**src/rtl/udma_cpi_frame_sched.sv**
```systemverilog
// Ping-pong frame scheduler for the CPI receive path: arms the uDMA RX channel
// with alternating L2 buffers and reports completed or corrupted frames.
module udma_cpi_frame_sched #(
  parameter int L2_AWIDTH_NOAL = 19,
  parameter int TRANS_SIZE     = 20
) (
  input  logic                      clk_i,
  input  logic                      rstn_i,
  input  logic                      ctrl_en_i,
  input  logic [L2_AWIDTH_NOAL-1:0] buf0_addr_i,
  input  logic [L2_AWIDTH_NOAL-1:0] buf1_addr_i,
  input  logic [TRANS_SIZE-1:0]     frame_size_i,
  input  logic [15:0]               frame_cnt_i,
  input  logic                      frame_start_i,
  input  logic                      frame_end_i,
  input  logic                      ch_en_i,
  input  logic                      ch_pending_i,
  input  logic                      ch_evt_i,
  output logic [L2_AWIDTH_NOAL-1:0] rx_startaddr_o,
  output logic [TRANS_SIZE-1:0]     rx_size_o,
  output logic                      rx_continuous_o,
  output logic                      rx_cen_o,
  output logic                      rx_clr_o,
  output logic                      buf_idx_o,
  output logic                      frame_done_o,
  output logic                      done_idx_o,
  output logic                      frame_drop_o,
  output logic [15:0]               frames_o,
  output logic                      busy_o
);

  typedef enum logic [2:0] {
    IDLE     = 3'd0,
    ARM      = 3'd1,
    WAIT_SOF = 3'd2,
    CAPTURE  = 3'd3,
    DONE     = 3'd4,
    CLR      = 3'd5
  } state_t;

  state_t state;
  logic   chan_idle;

  assign chan_idle       = !ch_en_i && !ch_pending_i;
  assign rx_continuous_o = 1'b0;

  // Scheduler FSM; every output is registered and pulses are set on the transition edge.
  always_ff @(posedge clk_i) begin
    if (!rstn_i) begin
      state          <= IDLE;
      rx_startaddr_o <= '0;
      rx_size_o      <= '0;
      rx_cen_o       <= 1'b0;
      rx_clr_o       <= 1'b0;
      buf_idx_o      <= 1'b0;
      frame_done_o   <= 1'b0;
      done_idx_o     <= 1'b0;
      frame_drop_o   <= 1'b0;
      frames_o       <= 16'd0;
      busy_o         <= 1'b0;
    end else begin
      rx_cen_o     <= 1'b0;
      rx_clr_o     <= 1'b0;
      frame_done_o <= 1'b0;
      frame_drop_o <= 1'b0;
      case (state)
        IDLE: begin
          if (ctrl_en_i) begin
            state     <= ARM;
            buf_idx_o <= 1'b0;
            frames_o  <= 16'd0;
            busy_o    <= 1'b1;
          end else begin
            busy_o <= 1'b0;
          end
        end
        ARM: begin
          // An SOF seen here is deliberately dropped: the channel is not armed yet.
          if (!ctrl_en_i) begin
            state    <= CLR;
            rx_clr_o <= 1'b1;
          end else if (chan_idle) begin
            rx_startaddr_o <= buf_idx_o ? buf1_addr_i : buf0_addr_i;
            rx_size_o      <= frame_size_i;
            rx_cen_o       <= 1'b1;
            state          <= WAIT_SOF;
          end else begin
            state <= ARM;
          end
        end
        WAIT_SOF: begin
          if (!ctrl_en_i) begin
            state    <= CLR;
            rx_clr_o <= 1'b1;
          end else if (frame_start_i) begin
            state <= CAPTURE;
          end else begin
            state <= WAIT_SOF;
          end
        end
        CAPTURE: begin
          if (!ctrl_en_i) begin
            state    <= CLR;
            rx_clr_o <= 1'b1;
          end else if (ch_evt_i) begin
            state        <= DONE;
            frame_done_o <= 1'b1;
            done_idx_o   <= buf_idx_o;
            frames_o     <= frames_o + 16'd1;
            buf_idx_o    <= ~buf_idx_o;
          end else if (frame_end_i || frame_start_i) begin
            state        <= CLR;
            frame_drop_o <= 1'b1;
            rx_clr_o     <= 1'b1;
          end else begin
            state <= CAPTURE;
          end
        end
        DONE: begin
          if ((frame_cnt_i != 16'd0) && (frames_o == frame_cnt_i)) begin
            state  <= IDLE;
            busy_o <= 1'b0;
          end else begin
            state <= ARM;
          end
        end
        CLR: begin
          // A dropped frame retries the same buffer, so buf_idx is left untouched.
          if (chan_idle) begin
            if (ctrl_en_i) begin
              state <= ARM;
            end else begin
              state  <= IDLE;
              busy_o <= 1'b0;
            end
          end else begin
            state <= CLR;
          end
        end
        default: begin
          state  <= IDLE;
          busy_o <= 1'b0;
        end
      endcase
    end
  end

endmodule

```
**config.mk**
```make
export PLATFORM = sky130hd
export DESIGN_NAME = udma_cpi_frame_sched
export DESIGN_NICKNAME = d
export VERILOG_FILES = /design/src/rtl/udma_cpi_frame_sched.sv
export SDC_FILE = /design/constraint.sdc
export NUM_CORES = 1
export LEC_CHECK = 0
export ABC_AREA = 1
export CAP_MARGIN = 20
export CORE_AREA = 2 2 87 89
export DETAILED_ROUTE_END_ITERATION = 8
export DIE_AREA = 0 0 89 91
export PLACE_DENSITY = 0.84
export SYNTH_ARGS = -nofsm -noshare
export SYNTH_HDL_FRONTEND = slang
export SYNTH_SLANG_ARGS = --single-unit
```
**constraint.sdc**
```tcl
create_clock -name clk_i -period 3.6 [get_ports clk_i]
set_input_delay 1.08 -clock clk_i [delete_from_list [all_inputs] [get_ports clk_i]]
set_output_delay 1.08 -clock clk_i [all_outputs]
set_load 0.03 [all_outputs]
```
; Yosys cells after proc, flatten, opt, wreduce, memory -nomap -nowiden
; Cells that the tools add are included.
[totals]
regBits = 65
inputBits = 82
output_inout_bits = 63
elab_cells = 75
[op_classes]
n_addsub = 1
n_eq_ne = 12
muxes = 33
n_bitwise = 2
reduce_logical = 16
[op_table]
columns = op, count
row1 = $mux W16, 3
row2 = $pmux W16 S2, 1
row3 = $mux W3, 7
row4 = $mux W19, 1
row5 = $pmux W3 S6, 1
row6 = $add A16 B1 Y16 const B, 1
row7 = $eq A16 B16 Y1, 1
row8 = $mux W1, 16
row9 = $reduce_bool A16 Y1, 1
row10 = $ne A2 B2 Y1 const B, 6
row11 = $reduce_and A3 Y1, 4
row12 = $reduce_and A4 Y1, 2
row13 = $eq A3 B2 Y1 const B, 2
row14 = $eq A3 B3 Y1 const B, 2
row15 = $pmux W1 S2, 2
row16 = $pmux W1 S4, 1
row17 = $eq A3 B1 Y1 const B, 1
row18 = $logic_not A3 Y1, 1
row19 = $reduce_or A3 Y1, 1
row20 = $logic_and A1 B1 Y1, 2
row21 = $logic_not A1 Y1, 2
row22 = $mux W2, 1
row23 = $not A1 Y1, 2
row24 = $reduce_bool A2 Y1, 1
row25 = other kinds (2), 2

; Depth between registers and ports, before layout
[logic_depth]
word_depth = 5
depth_mapped = 12
depth_no_buf = 12

; Worst setup path before layout
; OpenSTA, ideal clock, no wires.
[synth_timing]
kind = input to register
start = input port ch_en_i
end = register rx_startaddr_o[10]
setup_time_ns = 0.123
t_arrival_ns = 2.028
t_required_ns = 3.477
setup_slack_ns = 1.450
cell_stages = 5
path_buffers = 2
cell_sequence = or2_2 > nor3_4 > buf_2 > buf_4 > a31oi_1
[synth_between]
elab_chain_cells = 3
[synth_lines]
columns = item, line
row1 = "start, declared", 16  ; input logic ch_en_i,
row2 = $logic_not A1 Y1, 44  ; assign chan_idle = !ch_en_i && !ch_pending_i;
row3 = $logic_and A1 B1 Y1, 44
row4 = $reduce_and A3 Y1 (no source line), --
row5 = "end signal, assigned", 83  ; rx_startaddr_o <= buf_idx_o ? buf1_addr_i : buf0_addr_i;
row6 = "end, declared", 19  ; output logic [L2_AWIDTH_NOAL-1:0] rx_startaddr_o,
; No other way between the ends.
; A chain may end at the register's enable or synchronous reset.

; Worst setup path after layout
[layout_timing]
start = register buf_idx_o
end = output port buf_idx_o
[layout_lines]
columns = item, line
row1 = "start, declared", 24  ; output logic buf_idx_o,
row2 = "start signal, assigned", 110  ; buf_idx_o <= ~buf_idx_o;
; No word-level cell between the ends.

==> impl_metrics.env <==
export IMPL_cp_data_arrival_time_ps=1620
export IMPL_root_buffer="clkbuf_8"
export IMPL_synthFlopType="dfxtp_1"
export IMPL_final_util_pct=66.5
export IMPL_power_leakage_nw=1.96
export IMPL_r2r_start="state[0]$_SDFFE_PN0N_"
export IMPL_clk_pin_slew_worst_paths_ps=70
export IMPL_drive_gt1_share_pct=5.68
export IMPL_synth_most_common_cell="nand2_1"
export IMPL_required_ps=2520
export IMPL_finalNetCount=677
export IMPL_cp_startpoint="buf_idx_o$_SDFFE_PN0P_"
export IMPL_syn_nets=537
export IMPL_drc=0
export IMPL_diodes=0
export IMPL_postCtsSetupBuffers=0
export IMPL_min_period_over_period_pct=74.9
export IMPL_rows=31
export IMPL_grt_pass1_vias=3372
export IMPL_dieArea_mm2=0.00810
export IMPL_ant_nets=0
export IMPL_htree_levels=3
export IMPL_vias=3442
export IMPL_cts_sinks=65
export IMPL_holdWs_ps=480
export IMPL_multi_input_area_mm2=0.00149
export IMPL_crit_path_end_kind="output pin"
export IMPL_hold_buffers=0
export IMPL_wl_mm=8.88
export IMPL_grt_max_degree=37
export IMPL_slew_violations=0
export IMPL_min_period_ps=2700
export IMPL_avgSynthCellArea_um2=6.75
export IMPL_ir_drop_v=0.000288
export IMPL_final_area_mm2=0.00474
export IMPL_finalClockSkew_ps=4.98
export IMPL_cts_tree="done"
export IMPL_io_buffers=143
export IMPL_die_x_um=89
export IMPL_hold_viol_final=0
export IMPL_max_slew_worst_pin_slew_ps=625
export IMPL_clock_path_buffers=2
export IMPL_synth_top_cell_by_area="dfxtp_1"
export IMPL_max_freq_ghz=0.371
export IMPL_syn_to_final_growth_pct=54.7
export IMPL_pin_count=145
export IMPL_cap_violations=0
export IMPL_syn_cell_area_mm2=0.00307
export IMPL_synth_edff_count=0
export IMPL_initialDrtViolationCount=151
export IMPL_synthDominantCellAreaShare_pct=42.4
export IMPL_setup_viol=0
export IMPL_ys_seq_area_share_pct=42.4
export IMPL_yosysUniqueCellTypes=34
export IMPL_crit_path_start_kind="flip-flop"
export IMPL_fillers=653
export IMPL_syn_inst=454
export IMPL_dpl_cell_area_mm2=0.00457
export IMPL_die_h_um=91
export IMPL_place_inst=682
export IMPL_netlist_top_cells_count="nand2_1 (111), nor2_1 (74), dfxtp_1 (65)"
export IMPL_grt_pass1_wl_mm=14.7
export IMPL_grt_usage_pct=22.6
export IMPL_hold_start="done_idx_o$_SDFFE_PN0P_"
export IMPL_dp_hpwl_mm=6.72
export IMPL_core_area_mm2=0.00714
export IMPL_cp_max_fo=22
export IMPL_gr_total_overflow=0
export IMPL_stdcell_count=698
export IMPL_firstDrtPassIters=5
export IMPL_post_cts_resized=0
export IMPL_cts_buffers=9
export IMPL_place_congestion=0.830
export IMPL_slew_headroom_pct=58.3
export IMPL_antenna_found_initial=0
export IMPL_hp_class="reg2reg"
export IMPL_p_per_area_mw_per_mm2=344
export IMPL_rsz0062_at_grt="false"
export IMPL_wl_per_cell_um=12.7
export IMPL_synth_warnings=0
export IMPL_tns_ps=0
export IMPL_via_per_inst=4.93
export IMPL_clock_latency_ps=330
export IMPL_ys_ff_latch=65
export IMPL_outcome="finished clean"
export IMPL_critPathKind="reg2out"
export IMPL_start_util_pct=43.0
export IMPL_ys_top_cells_by_area="dfxtp_1 (42%), nand2_1 (14%), nor2_1 (9.1%)"
export IMPL_synth_async_reset_ratio_pct=0
export IMPL_register_area_mm2=0.00130
==> final timing paths <==
| kind | endpoint | slack (ps) | depth (start not counted) |
|---|---|---|---|
| worst min-delay path | done_idx_o$_SDFFE_PN0P_ | 480 | 2 |
| worst max-delay path | buf_idx_o | 900 | 2 |
| worst max register to register | frames_o[13]$_SDFFE_PN0P_ | 2010 | 10 |
| worst min register to register | done_idx_o$_SDFFE_PN0P_ | 480 | 2 |
==> sequential cells by signal, indices dropped and copies added, names as in the netlist <==
name            cells
state               3
frames_o           16
rx_size_o          20
frame_drop_o        1
buf_idx_o           1
done_idx_o          1
rx_clr_o            1
busy_o              1
rx_cen_o            1
rx_startaddr_o     19
frame_done_o        1
==> metal layers <==
layer / part of all wire, % / up-vias / GRT usage (%)
li1: - / 1741 / -
met1: 42 / 1559 / 26.8
met2: 48 / 132 / 38.0
met3: 9.0 / 10 / 8.73
met4: 1.1 / 0 / 5.72
met5: 0 / - / 0
==> stage by stage <==
| step | worst slack (ps) | total power, mW |
|---|---|---|
| after global routing | 835 | 1.71 |
| after detailed placement | 800 | 1.10 |
| after CTS | 881 | 1.64 |
| after global placement | 925 | 1.09 |
| final | 904 | 1.63 |
| after floorplan | 1450 | 0.937 |
==> cell families after synthesis <==
logic type	after synthesis	share of synthesized area (%)
buffers and inverters	69	8.93
xor gates and xnor gates	1	0.286
adders and majority gates	1	0.408
other	1	0.122
DFF	65	42.4
AOI/OAI and AO/OA	90	15.9
and+or+nand+nor	227	31.9
==> area by class of cell <==
| class | count | area share (%) |
|---|---|---|
| well taps | 99 | 2.61 |
| clock buffers | 13 | 3.35 |
| inverters | 51 | 4.06 |
| multi-input cells | 320 | 31.4 |
| repair buffers | 147 | 30.8 |
| flip-flops and latches | 65 | 27.4 |
| clock inverters | 3 | 0.316 |
==> power by group <==
group	internal (mW)	total [mW]	switching (mW)
clock	0.285	0.543	0.258
combinational	0.156	0.328	0.173
sequential	0.743	0.759	0.0166
==> critical path, stage by stage, from the launching register on <==
cell	delay (ps)
dfxtp_1	320
buf_4	250
clkdlybuf4s50_1	720
==> cells in the final DEF (no fill, tap or decap), drive strengths merged <==
cell and count:
clkdlybuf4s50 143, nand2 116, nor2 77, dfxtp 65, o21ai 53, inv 50, a31oi 19, a21oi 13
nand3 13, clkbuf 13, nand4 7, nor3 7, clkinv 4, a211oi 4, buf 4, nor4 2
nor3b 2, and3 2, or2 1, xor2 1, o21a 1, ha 1, conb 1
No activity file was read; power rests on OpenSTA's default activity.
